### src/rtl/mips_ctrl_pkg.sv
// Shared control definitions for the multi-cycle MIPS core: opcode/funct
// constants, register-bank write-port select encodings, write-back
// exception codes, the write-back sequencer state type and the decoded
// write plan handed from wb_decode to wb_sequencer.
package mips_ctrl_pkg;

    // Primary opcodes (IR[31:26])
    localparam logic [5:0] OP_RTYPE  = 6'h00;
    localparam logic [5:0] OP_REGIMM = 6'h01;
    localparam logic [5:0] OP_J      = 6'h02;
    localparam logic [5:0] OP_JAL    = 6'h03;
    localparam logic [5:0] OP_BEQ    = 6'h04;
    localparam logic [5:0] OP_BNE    = 6'h05;
    localparam logic [5:0] OP_BLEZ   = 6'h06;
    localparam logic [5:0] OP_BGTZ   = 6'h07;
    localparam logic [5:0] OP_ADDI   = 6'h08;
    localparam logic [5:0] OP_ADDIU  = 6'h09;
    localparam logic [5:0] OP_SLTI   = 6'h0a;
    localparam logic [5:0] OP_ANDI   = 6'h0c;
    localparam logic [5:0] OP_LUI    = 6'h0f;
    localparam logic [5:0] OP_LW     = 6'h23;
    localparam logic [5:0] OP_SB     = 6'h28;
    localparam logic [5:0] OP_SH     = 6'h29;
    localparam logic [5:0] OP_SW     = 6'h2b;
    localparam logic [5:0] OP_PUSH   = 6'h3e;
    localparam logic [5:0] OP_POP    = 6'h3f;

    // R-type function codes (IR[5:0])
    localparam logic [5:0] FN_JR   = 6'h08;
    localparam logic [5:0] FN_MFHI = 6'h10;
    localparam logic [5:0] FN_MFLO = 6'h12;
    localparam logic [5:0] FN_ADD  = 6'h20;
    localparam logic [5:0] FN_SUB  = 6'h22;

    // Destination register select
    localparam logic [2:0] RD_RT = 3'b000;
    localparam logic [2:0] RD_RA = 3'b001;
    localparam logic [2:0] RD_SP = 3'b010;
    localparam logic [2:0] RD_RD = 3'b011;
    localparam logic [2:0] RD_RS = 3'b100;

    // Write-data source select
    localparam logic [2:0] WB_ALU    = 3'b000;
    localparam logic [2:0] WB_MDR    = 3'b001;
    localparam logic [2:0] WB_PC     = 3'b010;
    localparam logic [2:0] WB_HI     = 3'b011;
    localparam logic [2:0] WB_LO     = 3'b100;
    localparam logic [2:0] WB_SP_ADJ = 3'b101;

    // Exception codes
    localparam logic [1:0] EXC_NONE    = 2'b00;
    localparam logic [1:0] EXC_OVF     = 2'b01;
    localparam logic [1:0] EXC_ILLEGAL = 2'b10;
    localparam logic [1:0] EXC_TIMEOUT = 2'b11;

    typedef enum logic [2:0] {
        S_IDLE,
        S_WRITE1,
        S_WAIT_MEM,
        S_WRITE2,
        S_FINISH
    } wb_state_t;

    // Decoded write-back plan for one instruction
    typedef struct packed {
        logic [1:0] wr_cnt;  // 0, 1 or 2 register writes
        logic [2:0] dst1;
        logic [2:0] src1;
        logic [2:0] dst2;
        logic [2:0] src2;
        logic [1:0] exc;     // EXC_NONE when the instruction is legal
    } wb_plan_t;

endpackage

### src/rtl/wb_decode.sv
// Combinational write-back decoder.
// Maps opcode/funct/ovf to a write plan: number of register writes, the
// reg_dst/wb_src pair for each write and the exception class.
// Macro WB_STACK_OPS_EN: when defined, push/pop decode as stack writes;
// otherwise they decode as illegal.
// Ports:
//   opcode  in  6  IR[31:26]
//   funct   in  6  IR[5:0]
//   ovf     in  1  ALU overflow flag
//   plan    out    decoded write plan (wb_plan_t)
module wb_decode
    import mips_ctrl_pkg::*;
(
    input  logic [5:0] opcode,
    input  logic [5:0] funct,
    input  logic       ovf,
    output wb_plan_t   plan
);

    always_comb begin
        plan = '0;
        case (opcode)
            OP_RTYPE: begin
                if (funct == FN_JR) begin
                    plan.wr_cnt = 2'd0;
                end else if (ovf && (funct == FN_ADD || funct == FN_SUB)) begin
                    plan.exc = EXC_OVF;
                end else begin
                    plan.wr_cnt = 2'd1;
                    plan.dst1   = RD_RD;
                    if (funct == FN_MFHI)      plan.src1 = WB_HI;
                    else if (funct == FN_MFLO) plan.src1 = WB_LO;
                    else                       plan.src1 = WB_ALU;
                end
            end
            OP_ADDI: begin
                if (ovf) begin
                    plan.exc = EXC_OVF;
                end else begin
                    plan.wr_cnt = 2'd1;
                    plan.dst1   = RD_RT;
                    plan.src1   = WB_ALU;
                end
            end
            OP_ADDIU, OP_SLTI, OP_ANDI, OP_LUI: begin
                plan.wr_cnt = 2'd1;
                plan.dst1   = RD_RT;
                plan.src1   = WB_ALU;
            end
            OP_LW: begin
                plan.wr_cnt = 2'd1;
                plan.dst1   = RD_RT;
                plan.src1   = WB_MDR;
            end
            OP_JAL: begin
                plan.wr_cnt = 2'd1;
                plan.dst1   = RD_RA;
                plan.src1   = WB_PC;
            end
`ifdef WB_STACK_OPS_EN
            OP_PUSH: begin
                plan.wr_cnt = 2'd1;
                plan.dst1   = RD_SP;
                plan.src1   = WB_SP_ADJ;
            end
            OP_POP: begin
                // rt first, $29 second: with rt == 29 the SP update wins
                plan.wr_cnt = 2'd2;
                plan.dst1   = RD_RT;
                plan.src1   = WB_MDR;
                plan.dst2   = RD_SP;
                plan.src2   = WB_SP_ADJ;
            end
`endif
            OP_REGIMM, OP_J, OP_BEQ, OP_BNE, OP_BLEZ, OP_BGTZ,
            OP_SB, OP_SH, OP_SW: begin
                plan.wr_cnt = 2'd0;
            end
            default: begin
                plan.exc = EXC_ILLEGAL;
            end
        endcase
    end

endmodule

### src/rtl/wb_sequencer.sv
// Write-back sequencer for the multi-cycle MIPS core.
// Accepts a one-cycle start from the main FSM, then drives the register
// bank write port (reg_dst, wb_src, reg_write) for zero, one or two
// writes, and reports completion (done) and exceptions (exc/exc_code).
// Macro WB_STACK_OPS_EN: when defined, push/pop are supported and the
// WAIT_MEM/WRITE2 states plus the mem_ready timeout counter exist;
// otherwise mem_ready is ignored.
// Parameters:
//   MEM_TIMEOUT  cycles spent in WAIT_MEM before a timeout exception
// Ports:
//   clk        in   1  rising-edge clock
//   reset      in   1  asynchronous active-low reset
//   start      in   1  request pulse, ignored unless idle
//   opcode     in   6  IR[31:26], sampled on acceptance
//   funct      in   6  IR[5:0], sampled on acceptance
//   ovf        in   1  ALU overflow, sampled on acceptance
//   mem_ready  in   1  MDR holds valid read data
//   reg_dst    out  3  destination select (000 outside write cycles)
//   wb_src     out  3  data source select (000 outside write cycles)
//   reg_write  out  1  register bank write enable
//   busy       out  1  operation in progress
//   done       out  1  completion pulse
//   exc        out  1  exception pulse, coincident with done
//   exc_code   out  2  last exception code, held until next acceptance
module wb_sequencer
    import mips_ctrl_pkg::*;
#(
    parameter int unsigned MEM_TIMEOUT = 15
) (
    input  logic       clk,
    input  logic       reset,
    input  logic       start,
    input  logic [5:0] opcode,
    input  logic [5:0] funct,
    input  logic       ovf,
    input  logic       mem_ready,
    output logic [2:0] reg_dst,
    output logic [2:0] wb_src,
    output logic       reg_write,
    output logic       busy,
    output logic       done,
    output logic       exc,
    output logic [1:0] exc_code
);

    wb_plan_t  plan;
    wb_state_t state, state_nx;

    logic [2:0] reg_dst_nx, wb_src_nx;
    logic       reg_write_nx, busy_nx, done_nx, exc_nx;
    logic [1:0] exc_code_nx;

    wb_decode u_decode (
        .opcode (opcode),
        .funct  (funct),
        .ovf    (ovf),
        .plan   (plan)
    );

`ifdef WB_STACK_OPS_EN
    localparam int unsigned CW = (MEM_TIMEOUT > 1) ? $clog2(MEM_TIMEOUT) : 1;

    // The plan is decoded from the live inputs at acceptance and kept here,
    // since pop reaches its writes only after the memory wait.
    wb_plan_t      plan_q, plan_q_nx;
    logic [CW-1:0] cnt, cnt_nx;
`else
    logic unused_stack;
    assign unused_stack = &{1'b0, mem_ready, plan.dst2, plan.src2};
`endif

    always_comb begin
        state_nx     = state;
        reg_dst_nx   = '0;
        wb_src_nx    = '0;
        reg_write_nx = 1'b0;
        done_nx      = 1'b0;
        exc_nx       = 1'b0;
        exc_code_nx  = exc_code;
`ifdef WB_STACK_OPS_EN
        plan_q_nx    = plan_q;
        cnt_nx       = cnt;
`endif
        case (state)
            S_IDLE: begin
                if (start) begin
                    exc_code_nx = plan.exc;
`ifdef WB_STACK_OPS_EN
                    plan_q_nx   = plan;
`endif
                    if (plan.exc != EXC_NONE) begin
                        state_nx = S_FINISH;
                        done_nx  = 1'b1;
                        exc_nx   = 1'b1;
                    end else if (plan.wr_cnt == 2'd0) begin
                        state_nx = S_FINISH;
                        done_nx  = 1'b1;
`ifdef WB_STACK_OPS_EN
                    end else if (plan.wr_cnt == 2'd2) begin
                        state_nx = S_WAIT_MEM;
                        cnt_nx   = '0;
`endif
                    end else begin
                        state_nx     = S_WRITE1;
                        reg_write_nx = 1'b1;
                        reg_dst_nx   = plan.dst1;
                        wb_src_nx    = plan.src1;
                    end
                end
            end
            S_WRITE1: begin
`ifdef WB_STACK_OPS_EN
                if (plan_q.wr_cnt == 2'd2) begin
                    state_nx     = S_WRITE2;
                    reg_write_nx = 1'b1;
                    reg_dst_nx   = plan_q.dst2;
                    wb_src_nx    = plan_q.src2;
                end else begin
                    state_nx = S_FINISH;
                    done_nx  = 1'b1;
                end
`else
                state_nx = S_FINISH;
                done_nx  = 1'b1;
`endif
            end
`ifdef WB_STACK_OPS_EN
            S_WAIT_MEM: begin
                // mem_ready takes priority over the timeout in the last wait cycle
                if (mem_ready) begin
                    state_nx     = S_WRITE1;
                    reg_write_nx = 1'b1;
                    reg_dst_nx   = plan_q.dst1;
                    wb_src_nx    = plan_q.src1;
                end else if (cnt == CW'(MEM_TIMEOUT - 1)) begin
                    state_nx    = S_FINISH;
                    done_nx     = 1'b1;
                    exc_nx      = 1'b1;
                    exc_code_nx = EXC_TIMEOUT;
                end else begin
                    cnt_nx = cnt + 1'b1;
                end
            end
            S_WRITE2: begin
                state_nx = S_FINISH;
                done_nx  = 1'b1;
            end
`endif
            S_FINISH: begin
                // start coincident with done is dropped
                state_nx = S_IDLE;
            end
            default: begin
                state_nx = S_IDLE;
            end
        endcase
        busy_nx = (state_nx == S_WRITE1) || (state_nx == S_WAIT_MEM) ||
                  (state_nx == S_WRITE2);
    end

    always_ff @(posedge clk or negedge reset) begin
        if (!reset) begin
            state     <= S_IDLE;
            reg_dst   <= '0;
            wb_src    <= '0;
            reg_write <= 1'b0;
            busy      <= 1'b0;
            done      <= 1'b0;
            exc       <= 1'b0;
            exc_code  <= '0;
`ifdef WB_STACK_OPS_EN
            plan_q    <= '0;
            cnt       <= '0;
`endif
        end else begin
            state     <= state_nx;
            reg_dst   <= reg_dst_nx;
            wb_src    <= wb_src_nx;
            reg_write <= reg_write_nx;
            busy      <= busy_nx;
            done      <= done_nx;
            exc       <= exc_nx;
            exc_code  <= exc_code_nx;
`ifdef WB_STACK_OPS_EN
            plan_q    <= plan_q_nx;
            cnt       <= cnt_nx;
`endif
        end
    end

endmodule

### config.mk
export PLATFORM = sky130hd
export DESIGN_NAME = wb_sequencer
export DESIGN_NICKNAME = d
export VERILOG_FILES = /design/src/rtl/mips_ctrl_pkg.sv /design/src/rtl/wb_decode.sv /design/src/rtl/wb_sequencer.sv
export SDC_FILE = /design/constraint.sdc
export NUM_CORES = 1
export LEC_CHECK = 0
export ABC_AREA = 1
export CAP_MARGIN = 0
export CORE_UTILIZATION = 43
export CTS_CLUSTER_DIAMETER = 100
export DETAILED_ROUTE_END_ITERATION = 8
export GPL_TIMING_DRIVEN = 0
export HOLD_SLACK_MARGIN = 0.06
export PLACE_DENSITY = 0.83
export REMOVE_ABC_BUFFERS = 1
export SLEW_MARGIN = 10
export SYNTH_ARGS = -nofsm -noshare
export SYNTH_HDL_FRONTEND = slang
export SYNTH_SLANG_ARGS = --single-unit
### constraint.sdc
create_clock -name clk -period 1.4 [get_ports clk]
set_clock_uncertainty 0.05 [all_clocks]
set_input_delay 0.42 -clock clk [delete_from_list [all_inputs] [get_ports clk]]
set_output_delay 0.42 -clock clk [all_outputs]
set_load 0.1 [all_outputs]
==> out/qor.log <==
INFO  outcome        status=finished, final reports clean
INFO  floorplan      placeableCoreArea=1750squm
INFO  pwr            powerDensity=767nW/um^2
INFO  cts            cts-hold-fix-buffers=0
INFO  yosys          synth_cells=104
INFO  cts            tritoncts.num_buffers=3
INFO  worst_hold_path timing.hold.worst.class=reg2reg
INFO  floorplan      die_w=45.4microns
INFO  finish         insertedDiodeCount=0
INFO  worst_setup_path timing.critical_path.from_type=register
INFO  global_route   grt_pass1_wl=2.68mm
INFO  timing         maxClockFrequency=735MHz
INFO  floorplan      io-pin-count=29
INFO  cts            clk_pin_slew=70ps
INFO  worst_setup_path worst_r2r_start=state[1]
INFO  routing        total_vias_in_the_final_route=769
INFO  finish         finish.utilization=68.1%
INFO  yosys          yosysUniqueCellTypes=23
INFO  global_route   grt.overflow.total=0
INFO  worst_setup_path crit_chain=buf_4
INFO  timing         post-route-period-util=97.2%
INFO  routing        route.antenna.remaining_nets=0
INFO  global_route   grt_max_degree=15
INFO  cts            clk_path_buf_depth=2
INFO  global_route   number_of_antenna_violations_at_the_first_check_in_global_routing=0
INFO  routing        drc=0
INFO  global_route   gr_util_all_layers=18.8%
INFO  worst_setup_path worst-path-max-fanout=1
INFO  yosys          synthesis.yosys.warnings=0
INFO  yosys          yosys_register_bits=14
INFO  timing         slew_viol_final=0
INFO  routing        dr.pass1.iters=4
INFO  pwr            total_power=0.000912W
INFO  finish         area_delta_synth_final=46.6%
INFO  routing        post_drt_wl_per_cell=10.5microns
INFO  yosys          avgSynthCellArea=7.80squm
INFO  worst_setup_path crit_path_end_kind=output port
INFO  timing         rsz0062_at_grt=true
INFO  finish         final_net_count=156
INFO  worst_setup_path cp-startpoint=reg_dst[0]
INFO  global_route   via_count_of_the_first_global_routing_pass=678
INFO  floorplan      floorplan.initialDensity=46.5%
INFO  timing         timing.final.hold_violations=0
INFO  placement      place.detailed.hpwl=1.35mm
INFO  finish         layout.cells.most_common_list=nand2_1 (20), inv_1 (15), dfrtp_1 (14), nor2_1 (11), buf_4 (10)
INFO  timing         report.final.setup_viol=0
INFO  floorplan      floorplan.die_area=2060squm
INFO  yosys          seq_total_area_yosys=43.2%
INFO  worst_setup_path cp.arrival=890ps
INFO  pwr            irDropWorstVdd=0.369mV
INFO  placement      gp_congestion=0.823
INFO  job            total_of_max_cap_violations=0
INFO  pwr            leakage=0.678nW
INFO  worst_hold_path hold_path.startpoint=state[1]
INFO  worst_setup_path critical_path_buf_inv_count=1
INFO  cts            tritoncts=built
INFO  routing        route.final.wire_length=1.70mm
INFO  timing         slew_headroom=62.0%
INFO  yosys          mappedNetlistArea=811squm
INFO  timing         worst_pin_slew=568ps
INFO  timing         min_period=1360ps
INFO  floorplan      std_cell_rows=15
INFO  floorplan      die_height=45.4microns
INFO  cts            cts_root_buffer=clkbuf_4
INFO  worst_setup_path critical_path.top_delay_family=flip-flops
INFO  placement      placement.io_buffers=26
INFO  finish         drive_above_1_share=34.3%
INFO  worst_setup_path worst_path_max_delay_cell=dfrtp_1
INFO  routing        routed_via_density=4.75
INFO  cts            clkLatencyLatePin=270ps
INFO  cts            cts.sinks=14
INFO  worst_setup_path slowest_delay=330ps
INFO  worst_setup_path crit_type=reg2out
INFO  worst_setup_path required=930ps
INFO  cts            htree_levels=1
INFO  finish         mostFrequentLayoutCell=nand2_1
INFO  routing        drt_first_iter_violations=17
cells in the mapped netlist, drive strengths merged:
cell / instances / area (sq um)
nand4: 2 / 12.5
conb: 1 / 3.75
clkinv: 1 / 5.00
inv: 18 / 67.6
o211ai: 1 / 7.51
nand2: 24 / 95.1
buf: 1 / 7.51
nor3: 2 / 10.0
and3b: 1 / 8.76
nor2: 23 / 130
o21ai: 2 / 10.0
dfrtp: 14 / 350
a21oi: 2 / 10.0
o31ai: 1 / 7.51
nand3: 9 / 72.6
o22ai: 2 / 12.5
metal layers:
layer | global-route usage, % | part of all wire, % | vias up
li1 | - | - | 389
met1 | 19.0 | 38 | 332
met2 | 33.4 | 52 | 39
met3 | 3.97 | 5.8 | 9
met4 | 13.9 | 4.7 | 0
met5 | 0 | 0 | -
state kept, by name, indices dropped and copies added (netlist names):
signal     flops
busy           1
done           1
exc            1
exc_code       2
reg_dst        2
reg_write      1
state          3
wb_src         3
repair_timing:
action / in CTS / in global routing
setup buffers: 1 / 3
pin swaps: 5 / 9
gates resized for setup: 84 / 24
setup endpoints to repair: 24 / 11
path summary, 6_finish.rpt:
path / end / slack (ps) / depth (start not counted)
max reg2reg: wb_src[2] / 180 / 6
min reg2reg: state[2] / 440 / 1
max: reg_dst[0] / 40 / 1
max in group asynchronous: state[2] / 470 / 1
min: state[2] / 440 / 1
min in group asynchronous: wb_src[1] / 460 / 1
area by class of cell:
type / instances / area (sq um)
Timing Repair Buffer: 30 / 272
Sequential cell: 14 / 350
Fill cell: 146 / 557
Multi-Input combinational cell: 71 / 440
Clock buffer: 3 / 22.5
Tap cell: 25 / 31.3
Inverter: 19 / 72.6
power breakdown:
group          internal, W  switching, W  total [W]
clock            0.0000998      0.000110   0.000210
sequential        0.000420    0.00000853   0.000429
combinational    0.0000805      0.000193   0.000274
total             0.000600      0.000312   0.000912
cell families (layout without fill, tap and decap cells):
kind of cell           after synthesis  count (layout)  synth area share [%]
buffers and inverters               20              52                  9.88
and+or+nand+nor                     61              61                  40.6
AOI/OAI and AO/OA                    8               8                  5.86
other                                1               2                 0.463
DFF                                 14              14                  43.2
metrics by stage:
stage	worst slack (ps)	setup TNS (ps)	hold WS (ps)	std cells	cell area, sq um
2_1_floorplan	32.3	0	74.4	104	807
3_3_place_gp	-518	-10840	416	155	1100
3_5_place_dp	-557	-11580	428	155	1100
4_1_cts	0.317	0	443	159	1120
5_1_grt	-10.0	-18.6	477	162	1190
6_report	38.7	0	442	162	1190
(Power assumes the default switching activity.)
==> RTL edit, RTL diff (config.mk and constraints unchanged) <==
Build with the macro `WB_STACK_OPS_EN` defined.
--- a/src/rtl/wb_decode.sv
+++ b/src/rtl/wb_decode.sv
@@ -8,6 +8,8 @@
 //   funct   in  6  IR[5:0]
 //   ovf     in  1  ALU overflow flag
 //   plan    out    decoded write plan (wb_plan_t)
+`define WB_STACK_OPS_EN
+
 module wb_decode
     import mips_ctrl_pkg::*;
 (
Function: changed (Yosys sat finds a counterexample within 4 cycles, from zero or initial values and one cycle with reset low).
==> RTL edit against the original RTL <==
The run now ends with negative setup slack left. Cell area rose by 76%. Sequential cell count rose by 11. Synthesized area rose by 80%. Wire length rose by 120%. Clock power rose by 54%. Worst setup slack got worse by 0.096 ns. Register-to-register slack got worse by 0.24 ns. Power rose to 3.1 times the old value. Highest routed layer unchanged.
==> RTL edit: results (changes against the original RTL) <==
outcome:
  outcome: "finished with violations"  # was complete, no violations
  violations: "negative setup slack"
synthesis:
  synth_compound_area_frac: 0.0892  # was 0.0586
  synth_seq_cells: 25  # was 14
  ys_seq_area_frac: 0.429  # was 0.432
global_routing:
  use_met1: 0.267  # was 0.190
  grt_util_met2: 0.363  # was 0.334
  use_met3: 0.0368  # was 0.0397
  grt_pass1_wl_um: 5720  # was 2680 um
final_layout:
  multi_input_area_sq_um: 847  # was 440 sq um
  buffers: 37  # was 30
  nClkBuffers: 4  # was 3
  final_cells: 289  # was 162
  regArea_sq_um: 628  # was 350 sq um
  buf_share: 0.195  # was 0.228
  nMultiInputCombCells: 146  # was 71
worst_hold_path:
  hp-class: "in2async"  # was reg2reg
sta:
  setup_violations: 8  # was 0
  setup_ws_ns: -0.0570  # was 0.0387 ns
  period_share: 1.04  # was 0.972
  worst_pin_slew_ns: 1.07  # was 0.568 ns
drt:
  dr_wl_met3_um: 200  # was 99 um
  routedLengthMet1_um: 1540  # was 638 um
  avgRoutedWirePerCell_um: 13.0  # was 10.5 um
clocking:
  clock_latency_ns: 0.32  # was 0.27 ns
  cts_resized: 119  # was 84
  post-cts-setup-buffers: 7  # was 1
power_and_ir_drop:
  seq-power_mw: 0.979  # was 0.429 mW
  vdd_drop_max_mv: 0.640  # was 0.369 mV
placement:
  portBuffers: 27  # was 26
  hpwl_um: 2300  # was 1350 um
worst_setup_path:
  cp_slowest_cell: "dfrtp_2"  # was dfrtp_1
  r2r_cells: 5  # was 6
  rr_endpoint: "state[2]"  # was wb_src[2]
  crit_arrival_ns: 1.67  # was 0.89 ns
[RTL edit: cell families after synthesis]
logic type	Yosys count
AOI/OAI and AO/OA	23
xor gates and xnor gates	1
adders and majority gates	2
buffers and inverters	34
DFF	25
other	1
and+or+nand+nor	118
[RTL edit: worst max path at each step]
| stage | start | end | slack (ns) | depth (start not counted) |
|---|---|---|---|---|
| 6_report | state[0] | state[2] | -0.06 | 5 |
| 5_1_grt | cnt[0] | exc_code[1] | -0.11 | 8 |
| 4_1_cts | exc_code[0] | exc_code[0] | -0.02 | 1 |
| 3_5_place_dp | opcode[1] | state[2] | -0.65 | 7 |
| 3_3_place_gp | opcode[1] | exc | -0.64 | 8 |
| 2_1_floorplan | exc_code[1] | exc_code[1] | 0.03 | 0 |
[RTL edit: critical path: cells and delay by family, from the launching register on]
kind,cells,cell delay [ns]
AND/OR/NAND/NOR,5,0.87
flip-flops,1,0.47
